[config.mk]
export PLATFORM = sky130hd
export DESIGN_NAME = apb_reg_completer_flat
export DESIGN_NICKNAME = d
export VERILOG_FILES = /design/src/rtl/apb_reg_completer_if.sv /design/src/rtl/apb_reg_completer.sv /design/src/flat_wrapper.sv
export SDC_FILE = /design/constraint.sdc
export NUM_CORES = 1
export LEC_CHECK = 0
export BUFFER_PORTS_ARGS = -buffer_cell sky130_fd_sc_hd__buf_2
export CAP_MARGIN = 10
export CORE_MARGIN = 2
export CORE_UTILIZATION = 60
export DETAILED_ROUTE_END_ITERATION = 16
export GPL_ROUTABILITY_DRIVEN = 1
export GPL_TIMING_DRIVEN = 1
export PLACE_DENSITY = 0.77
export SLEW_MARGIN = 20
export SYNTH_ARGS = -nofsm -noshare
export SYNTH_HDL_FRONTEND = slang
export SYNTH_SLANG_ARGS = --single-unit
[constraint.sdc]
create_clock -name i_pclk -period 5.7 [get_ports i_pclk]
set_input_delay 1.14 -clock i_pclk [delete_from_list [all_inputs] [get_ports i_pclk]]
set_output_delay 1.14 -clock i_pclk [all_outputs]
set_load 0.03 [all_outputs]
[src/rtl/apb_reg_completer_if.sv]
// apb_reg_completer_if: APB signal bundle between a requester and the register completer
interface apb_reg_completer_if #(
  parameter int addrWidth = 12
);
  logic                 psel;
  logic                 penable;
  logic                 pwrite;
  logic [addrWidth-1:0] paddr;
  logic [31:0]          pwdata;
  logic [31:0]          prdata;
  logic                 pready;
  logic                 pslverr;
  modport master (output psel, penable, pwrite, paddr, pwdata, input prdata, pready, pslverr);
  modport slave  (input psel, penable, pwrite, paddr, pwdata, output prdata, pready, pslverr);
endinterface

[src/rtl/apb_reg_completer.sv]
// apb_reg_completer: APB register bank with programmable wait states, error flagging and a transfer counter
module apb_reg_completer #(
  parameter int addrWidth   = 12,
  parameter int NUM_REGS    = 16,
  parameter int WAIT_CYCLES = 2
) (
  input logic                i_pclk,
  input logic                i_presetn,
  apb_reg_completer_if.slave io_apb
);
  localparam int IW   = addrWidth - 2;
  localparam int RW   = $clog2(NUM_REGS);
  localparam int LAST = NUM_REGS - 1;
  typedef enum logic [1:0] {S_IDLE, S_WAIT, S_READY} state_t;
  state_t        r_state, w_state_nxt;
  logic [3:0]    r_wcnt, w_wcnt_nxt, w_wcnt_inc;
  logic          r_write, r_err, r_pready, r_pslverr;
  logic          w_setup, w_latch, w_commit, w_go_ready, w_err_new, w_err_sel, w_write_sel;
  logic [IW-1:0] w_idx;
  logic [RW-1:0] r_idx, w_idx_sel;
  logic [31:0]   r_regs [LAST];
  logic [31:0]   r_cnt, r_prdata, w_rd_val;
  assign w_idx      = io_apb.paddr[addrWidth-1:2];
  assign w_setup    = io_apb.psel & ~io_apb.penable;
  assign w_err_new  = (io_apb.paddr[1:0] != 2'b00) || (int'(w_idx) >= NUM_REGS) ||
                      (io_apb.pwrite && int'(w_idx) == LAST);
  assign w_wcnt_inc = r_wcnt + 4'd1;
  // with zero wait states READY follows setup directly, so the live request feeds the response
  assign w_err_sel   = w_latch ? w_err_new : r_err;
  assign w_write_sel = w_latch ? io_apb.pwrite : r_write;
  assign w_idx_sel   = w_latch ? w_idx[RW-1:0] : r_idx;
  assign w_rd_val    = (w_idx_sel == RW'(LAST)) ? r_cnt : r_regs[w_idx_sel];
  assign w_go_ready  = (w_state_nxt == S_READY);
  always_comb begin
    w_state_nxt = r_state;
    w_wcnt_nxt  = r_wcnt;
    w_latch     = 1'b0;
    w_commit    = 1'b0;
    case (r_state)
      S_IDLE: w_latch = w_setup;
      S_WAIT: begin
        if (!io_apb.psel) w_state_nxt = S_IDLE;
        else if (io_apb.penable) begin
          w_wcnt_nxt  = w_wcnt_inc;
          w_state_nxt = (w_wcnt_inc == 4'(WAIT_CYCLES)) ? S_READY : S_WAIT;
        end
      end
      S_READY: begin
        w_commit    = io_apb.psel & io_apb.penable;
        w_latch     = w_setup;
        w_state_nxt = S_IDLE;
      end
      default: w_state_nxt = S_IDLE;
    endcase
    if (w_latch) begin
      w_state_nxt = (WAIT_CYCLES == 0) ? S_READY : S_WAIT;
      w_wcnt_nxt  = '0;
    end
  end
  always_ff @(posedge i_pclk or negedge i_presetn) begin
    if (!i_presetn) begin
      r_state   <= S_IDLE;
      r_wcnt    <= '0;
      r_write   <= 1'b0;
      r_err     <= 1'b0;
      r_idx     <= '0;
      r_cnt     <= '0;
      r_pready  <= 1'b0;
      r_pslverr <= 1'b0;
      r_prdata  <= '0;
      for (int i = 0; i < LAST; i++) r_regs[i] <= '0;
    end else begin
      r_state   <= w_state_nxt;
      r_wcnt    <= w_wcnt_nxt;
      r_pready  <= w_go_ready;
      r_pslverr <= w_go_ready & w_err_sel;
      r_prdata  <= (w_go_ready && !w_err_sel && !w_write_sel) ? w_rd_val : '0;
      if (w_latch) begin
        r_write <= io_apb.pwrite;
        r_err   <= w_err_new;
        r_idx   <= w_idx[RW-1:0];
      end
      if (w_commit && !r_err) begin
        if (r_write) r_regs[r_idx] <= io_apb.pwdata;
        r_cnt <= r_cnt + 32'd1;
      end
    end
  end
  assign io_apb.pready  = r_pready;
  assign io_apb.pslverr = r_pslverr;
  assign io_apb.prdata  = r_prdata;
endmodule

[src/flat_wrapper.sv]
// flat-port wrapper written by rule: the top's interface ports become plain ports
module apb_reg_completer_flat 
#(
  parameter int addrWidth   = 12,
  parameter int NUM_REGS    = 16,
  parameter int WAIT_CYCLES = 2
)
  (i_pclk, i_presetn, io_apb_psel, io_apb_penable, io_apb_pwrite, io_apb_paddr, io_apb_pwdata, io_apb_prdata, io_apb_pready, io_apb_pslverr);
  apb_reg_completer_if #(.addrWidth(addrWidth)) io_apb_i ();
  input logic i_pclk;
  input logic i_presetn;
  input wire logic [$bits(io_apb_i.psel)-1:0] io_apb_psel;
  input wire logic [$bits(io_apb_i.penable)-1:0] io_apb_penable;
  input wire logic [$bits(io_apb_i.pwrite)-1:0] io_apb_pwrite;
  input wire logic [$bits(io_apb_i.paddr)-1:0] io_apb_paddr;
  input wire logic [$bits(io_apb_i.pwdata)-1:0] io_apb_pwdata;
  output wire logic [$bits(io_apb_i.prdata)-1:0] io_apb_prdata;
  output wire logic [$bits(io_apb_i.pready)-1:0] io_apb_pready;
  output wire logic [$bits(io_apb_i.pslverr)-1:0] io_apb_pslverr;
  assign io_apb_i.psel = io_apb_psel;
  assign io_apb_i.penable = io_apb_penable;
  assign io_apb_i.pwrite = io_apb_pwrite;
  assign io_apb_i.paddr = io_apb_paddr;
  assign io_apb_i.pwdata = io_apb_pwdata;
  assign io_apb_prdata = io_apb_i.prdata;
  assign io_apb_pready = io_apb_i.pready;
  assign io_apb_pslverr = io_apb_i.pslverr;
  apb_reg_completer #(.addrWidth(addrWidth), .NUM_REGS(NUM_REGS), .WAIT_CYCLES(WAIT_CYCLES)) u_core (.i_pclk(i_pclk), .i_presetn(i_presetn), .io_apb(io_apb_i));
endmodule
==> results of run 1 <==
-- layout make-up --
type	instances	area (sq um)	area share, %
Clock buffer	81	1700	5.93
Clock inverter	22	304	1.06
Inverter	39	150	0.525
Multi-Input combinational cell	1409	11000	38.4
Sequential cell	558	14000	48.8
Tap cell	539	674	2.36
Timing Repair Buffer	124	838	2.93
-- cell usage in the layout (no fill, tap or decap), drive strengths merged, types with 2 or more instances in the layout --
master / count
nand2b: 3
a32oi: 8
nor4b: 2
a211o: 14
mux2: 480
o41ai: 8
and3: 7
buf: 124
and4b: 2
nor2b: 6
o221ai: 9
and4: 4
a21oi: 86
nor3: 10
bufinv: 7
or3: 2
nand2: 326
nor3b: 7
inv: 41
nor2: 34
o22ai: 9
xor2: 2
dfrtp: 558
a31oi: 9
mux2i: 121
nor4: 7
a211oi: 9
xnor2: 32
clkbuf: 81
clkinv: 13
nand3: 123
o32ai: 23
and2: 2
o21ai: 28
or3b: 2
ha: 3
nand4: 18
o22a: 9
-- path summary, 6_finish.rpt --
path / start / end / slack, ps / cells past startpoint
setup / recovery: io_apb_penable / u_core.r_regs[389] / 1580 / 8
hold / removal: u_core.r_regs[454] / u_core.r_regs[454] / 480 / 1
setup reg to reg: u_core.r_state[0] / u_core.r_regs[389] / 1740 / 7
hold reg to reg: u_core.r_regs[454] / u_core.r_regs[454] / 480 / 1
max in group asynchronous: i_presetn / u_core.r_regs[222] / 3750 / 2
min in group asynchronous: i_presetn / u_core.r_regs[210] / 540 / 1
-- stage by stage --
stage               instance area [sq um]  hold slack [ps]  utilization, %
global route                        28600              511            67.9
CTS                                 28500              484            67.8
global placement                    26500              463            62.9
detailed placement                  26500              473            63.0
finish                              28600              484            67.9
floorplan                           25700              445               -
-- metal layers --
metal  global-route usage (%)  up-vias  wire [microns]
met5                        0        -              26
met1                     43.0     9110           28300
met3                     5.62      122            4870
li1                         -     7693               -
met4                     10.2        4            1690
met2                     47.4      702           30900
-- critical path, stage by stage --
cell and delay [ps]:
buf_2 150, and4b_1 310, nor2b_1 510, nand2_1 190, nor3b_1 850, nand2_2 660
buf_4 450, mux2_2 320
-- sequential cells by signal (all words and copies together) (netlist names) --
name and count:
u_core.r_state 2, u_core.r_cnt 32, u_core.r_wcnt 4, u_core.io_apb.pslverr 1, u_core.r_regs 480, u_core.r_idx 4, u_core.io_apb.prdata 32, u_core.io_apb.pready 1
u_core.r_err 1, u_core.r_write 1
-- cells by family after synthesis --
logic type / count (synthesis)
multiplexers: 601
flip-flops: 558
AND/OR/NAND/NOR: 555
AO/OA/AOI/OAI: 216
buffers and inverters: 201
XOR/XNOR: 34
adder cells (fa/ha/maj): 3
-- power groups by stage --
stage / clock network [mW] / registers (mW) / logic (mW)
2_1_floorplan: 0 / 4.06 / 0.801
3_3_place_gp: 0 / 4.08 / 1.30
3_5_place_dp: 0 / 4.08 / 1.32
4_1_cts: 3.98 / 4.01 / 1.33
5_1_grt: 4.14 / 4.01 / 1.44
6_report: 3.94 / 4.01 / 1.35
==> summary.md, run 1 <==
| Metric | Value |
|---|---|
| Status | `complete, no violations` |
| Nets | `2,241` |
| Post-CTS resize count | `0` |
| Initial DRC Count | `1,592` |
| Worst-path clk slew | `around 60 ps` |
| Count leader, synth | `dfrtp_1` |
| WP data required | `6200 ps` |
| Die area | `44,500 sq um` |
| Syn nets | `2,220` |
| Slew Limit Fails | `0` |
| Arrival time of the worst setup path | `4620 ps` |
| Crit Path Class | `in -> reg` |
| # setup viols final | `0` |
| Slew @ Worst Pin | `1060 ps` |
| Hold Violations, Final | `0` |
| Placed cells | `between 2,000 and 3,000` |
| Mux share of post-synthesis cell area | `25.8%` |
| Drt drc | `0` |
| Largest family of logic cells by synthesized area | `multiplexers` |
| Top cells by area, synth | `dfrtp_1 54%, mux2_2 21%, nand2_1 4.8%, mux2i_1 4.7%, nand3_1 2.4%` |
| Worst vdd ir | `0.000239 V` |
| Post-CTS Setup Bufs | `0` |
| Sw Pwr | `2.60 mW` |
| FFs w/ async S/R, synth | `100%` |
| Final cell count without fillers | `2,772` |
| Simple-gate share of the synthesized area | `about a tenth` |
| CTS Hold Bufs | `0` |
| Compound-Gate Fraction of Synth Area | `about 5.5%` |
| Grt ovf | `0` |
| Clock share of power | `42.4%` |
| Worst-skew pair later-pin latency | `610 ps` |
| Yosys reg bits | `558` |
| Area leader, netlist | `dfrtp_1` |
| Die width | `211 microns` |
| Antenna violations before repair | `2` |
| Final setup margin | `between 1500 and 2000 ps` |
| Setup WS pre-CTS | `1140 ps` |
| Final ANT Viol Nets | `0` |
| CP Launch Type | `input port` |
| Sink Count | `558` |
| Total track usage | `30.3%` |
| Final Cycle Share | `72.3%` |
| Pre-Repair DR Iteration Count | `5` |
| Effective utilization at floorplan | `about three fifths` |
| XOR/XNOR Fraction of Synth Area | `1.16%` |
| Placeable core region | `42,100 sq um` |
| EDFF count, synth | `0` |
| Post-Route WL | `around 66 mm` |
| Mapped Cells | `between 2,000 and 2,500` |
| Post-DP HPWL | `38.8 mm` |
| Worst Skew | `14.2 ps` |
| RSZ-0062 raised after global routing | `false` |
| # diodes | `0` |
| Largest net degree at the start of global routing | `between 150 and 200` |
| Vias | `17,600` |
| Synth Flop Type | `dfrtp_1` |
| Crit-path max FO | `18` |
| Sw Share | `around 28%` |
| Avg Cell Area, Syn | `11.8 sq um` |
| Area delta synth->final | `11.4%` |
| CTS max path bufs | `3` |
| Yosys warning count | `0` |
| Rel. slew slack | `29.1%` |
| Cell Int Power | `6.70 mW` |
| Post-synth top area share | `between 50% and 60%` |
| Routability Congestion | `between 0.8 and 0.9` |
| Root buffer cell | `clkbuf_16` |
| Fillers | `between 3,000 and 4,000` |
| Wire per inst | `23.7 microns` |
| Vias per cell | `6.36` |
| FMAX | `243 MHz` |
| Max cap viols | `0` |
| Num rows | `75` |
| H-tree levels | `2` |
| Number of global-route vias before repair | `17,900` |
| Mapped Area | `25,700 sq um` |
| CTS tree | `yes` |
| Post-Synth Adder-Cell Area | `0.146%` |
| Flop pwr share | `43.1%` |
| Critical Path Sink Type | `flop` |
| Lkg Pwr | `14.0 nW` |
| Global-route wire length before repair | `103 mm` |
| PwrDens | `325 nW/um^2` |
| Combinational Power Share | `between 10 and 15%` |
| Die height | `211 microns` |
| Worst hold path type | `reg -> reg` |
| Min Clock Period, post-route | `4120 ps` |
| Layout cells sized above 1 | `32.4%` |
| Synth top cells by count | `558 x dfrtp_1, 473 x mux2_2, 326 x nand2_1` |
| Total power | `9.31 mW` |
| Number of distinct library cells after synthesis | `50` |
| IO Pins | `between 80 and 90` |
| Setup tns final | `0 ps` |
| Sequential area share after synthesis | `54.4%` |
| CTS buffer count | `57` |
| Port-buffer cells | `82` |
(Power assumes the default switching activity.)
==> run 2: changes to the inputs <==
--- a/config.mk
+++ b/config.mk
@@ -8,11 +8,11 @@
 export BUFFER_PORTS_ARGS = -buffer_cell sky130_fd_sc_hd__buf_2
 export CAP_MARGIN = 10
 export CORE_MARGIN = 2
-export CORE_UTILIZATION = 60
+export CORE_UTILIZATION = 56
 export DETAILED_ROUTE_END_ITERATION = 16
 export GPL_ROUTABILITY_DRIVEN = 1
 export GPL_TIMING_DRIVEN = 1
-export PLACE_DENSITY = 0.77
+export PLACE_DENSITY = 0.76
 export SLEW_MARGIN = 20
 export SYNTH_ARGS = -nofsm -noshare
 export SYNTH_HDL_FRONTEND = slang
==> constraint.sdc (replaced) <==
create_clock -name i_pclk -period 3.5 [get_ports i_pclk]
set_input_delay 0.7 -clock i_pclk [delete_from_list [all_inputs] [get_ports i_pclk]]
set_output_delay 0.7 -clock i_pclk [all_outputs]
set_load 0.03 [all_outputs]
==> summary.md, run 2 (same netlist as run 1, synthesis figures left out) <==
| Metric | Value |
|---|---|
| CP Launch Type | `flop (was input port)` |
| IO Pins | `83 (unchanged)` |
| Critical Path Sink Type | `flop (unchanged)` |
| CTS tree | `yes (unchanged)` |
| Initial DRC Count | `2,057 (was 1,592)` |
| Global-route wire length before repair | `106 mm (was 103 mm)` |
| Total track usage | `28.9% (was 30.3%)` |
| Crit Path Class | `reg -> reg (was in -> reg)` |
| Setup WS pre-CTS | `272 ps (was 1140 ps)` |
| Min Clock Period, post-route | `~2900 ps` |
| CTS Hold Bufs | `0 (unchanged)` |
| Combinational Power Share | `15.3% (was 14.5%)` |
| Wire per inst | `23.5 microns (was 23.7 microns)` |
| Crit path cell chain | `nor3b_4 -> buf_4 -> mux2i_4 -> inv_2 -> nor2_1 -> a32oi_1 -> a31oi_1 -> o22ai_1 (was buf_2 -> and4b_1 -> nor2b_1 -> nand2_1 -> nor3b_1 -> nand2_2 -> buf_4 -> mux2_2)` |
| PwrDens | `512 nW/um^2 (was 325 nW/um^2)` |
| Effective utilization at floorplan | `56.7% (was 60.9%)` |
| Design Area, Final | `29,000 sq um (was 28,600 sq um)` |
| Pre-Repair DR Iteration Count | `5 (unchanged)` |
| Post-CTS resize count | `0 (unchanged)` |
| Cell Int Power | `10.6 mW (was 6.70 mW)` |
| # diodes | `0 (unchanged)` |
| Worst hold path type | `in -> async (was reg -> reg)` |
| Most frequent cells in the layout | `558 x dfrtp_1, 473 x mux2_2, 317 x nand2_1 (unchanged)` |
| Drt drc | `0 (unchanged)` |
| WP data required | `3980 ps (was 6200 ps)` |
| Slew @ Worst Pin | `931 ps (was 1060 ps)` |
| RSZ-0062 raised after global routing | `false (unchanged)` |
| Area post-placement | `27,100 sq um (was 26,500 sq um)` |
| Antenna violations before repair | `1 (was 2)` |
| Arrival time of the worst setup path | `3400 ps (was 4620 ps)` |
| H-tree levels | `2 (unchanged)` |
| Final setup margin | `578 ps (was 1580 ps)` |
| Clock share of power | `40.6% (was 42.4%)` |
| Grt ovf | `0 (unchanged)` |
| # setup viols final | `0 (unchanged)` |
| Flop pwr share | `44.1% (was 43.1%)` |
| Post-layout util | `64.0% (was 67.9%)` |
| Most common cell after layout, fill and taps aside | `dfrtp_1 (unchanged)` |
| Worst Skew | `36.6 ps (was 14.2 ps)` |
| Fillers | `3,383 (was 3,013)` |
| Area of the multi-input gates | `11,000 sq um (about the same)` |
| Status | `complete, no violations (unchanged)` |
| Final ANT Viol Nets | `0 (unchanged)` |
| Nets | `2,281 (was 2,241)` |
| Reg area | `14,000 sq um (unchanged)` |
| CTS max path bufs | `3 (unchanged)` |
| CP max stage cell | `nor2_1 (was nor3b_1)` |
| Final Cycle Share | `83.5%` |
| Post-Route WL | `67.5 mm (was 65.7 mm)` |
| Num rows | `78 (was 75)` |
| FMAX | `342 MHz` |
| Total power | `14.8 mW (was 9.31 mW)` |
| Routability Congestion | `0.833 (was 0.805)` |
| Worst vdd ir | `0.000407 V (was 0.000239 V)` |
| Lkg Pwr | `14.1 nW (was 14.0 nW)` |
| Number of global-route vias before repair | `18,600 (was 17,900)` |
| Port-buffer cells | `82 (unchanged)` |
| Worst-skew pair later-pin latency | `630 ps (was 610 ps)` |
| Die height | `218 microns (was 211 microns)` |
| Post-CTS Setup Bufs | `0 (unchanged)` |
| Rel. slew slack | `37.7% (was 29.1%)` |
| Slowest stage delay, CP | `760 ps (was 850 ps)` |
| Biggest register | `u_core.r_regs (unchanged)` |
| Hold Violations, Final | `0 (unchanged)` |
| Max cap viols | `0 (unchanged)` |
| Sink Count | `558 (unchanged)` |
| CP top delay family | `simple AND/OR/NAND/NOR gates (unchanged)` |
| Root buffer cell | `clkbuf_16 (unchanged)` |
| Crit path buf inv count | `2 (unchanged)` |
| Area delta synth->final | `12.8% (was 11.4%)` |
| Die area | `47,600 sq um (was 44,500 sq um)` |
| Slew Limit Fails | `0 (unchanged)` |
| Layout cells sized above 1 | `33.1% (was 32.4%)` |
| Post-DP HPWL | `40.9 mm (was 38.8 mm)` |
| Worst-path clk slew | `60 ps (about the same)` |
| Sw Pwr | `4.20 mW (was 2.60 mW)` |
| Largest net degree at the start of global routing | `86 (was 155)` |
| Vias | `18,000 (was 17,600)` |
| Setup tns final | `0 ps (unchanged)` |
| Placeable core region | `45,300 sq um (was 42,100 sq um)` |
| Vias per cell | `6.25 (was 6.36)` |
| Die width | `218 microns (was 211 microns)` |
| Sw Share | `28.3% (was 28.0%)` |
| Crit-path max FO | `11 (was 18)` |
| Max FFs per register | `480 (unchanged)` |
| CTS buffer count | `57 (unchanged)` |
## run 2: cell types whose count changed in the layout (fill, tap and decap cells not counted), moves of 4 or more
cell	change
buf_4	+27
buf_12	+15
clkbuf_1	+11
clkbuf_8	-5
nand2_2	+5
nand2_4	-5
bufinv_16	-4
## run 2: power by group through the flow
stage,Clock [mW],Combinational [mW],Sequential [mW]
after global routing,6.39,2.42,6.53
final,6.02,2.27,6.53
after CTS,6.10,2.23,6.53
after detailed placement,0,2.22,6.65
after floorplan,0,1.30,6.61
after global placement,0,2.19,6.65
## run 2: final timing paths
check                      cells past startpoint               from                        to  slack, ps
setup / recovery                               8  u_core.r_state[0]  u_core.io_apb.prdata[11]        580
hold / removal                                 1          i_presetn        u_core.r_regs[317]         70
setup reg to reg                               8  u_core.r_state[0]  u_core.io_apb.prdata[11]        580
hold reg to reg                                1  u_core.r_regs[62]         u_core.r_regs[62]        490
max in group asynchronous                      2          i_presetn        u_core.r_regs[236]       2470
min in group i_pclk                            3      io_apb_pwrite            u_core.r_write        410
## run 2: routing by layer
metal / GRT usage, % / wire (microns) / part of all wire (%)
met5: 0 / 14 / 0.021
met4: 12.9 / 2890 / 4.3
met1: 39.0 / 28100 / 42
met3: 6.86 / 5250 / 7.8
met2: 44.8 / 31200 / 46
## run 2: area by class of cell
cell class	count	share of cell area, %
Timing Repair Buffer	164	4.44
Sequential cell	558	48.2
Clock buffer	87	5.76
Tap cell	600	2.59
Multi-Input combinational cell	1409	37.8
Clock inverter	16	0.648
Inverter	39	0.518
## run 2: per-stage QoR
step                hold slack (ps)  cells
floorplan                       404   2168
global placement                463   2770
CTS                             117   2873
detailed placement              477   2770
global route                    121   2873
finish                         68.7   2873
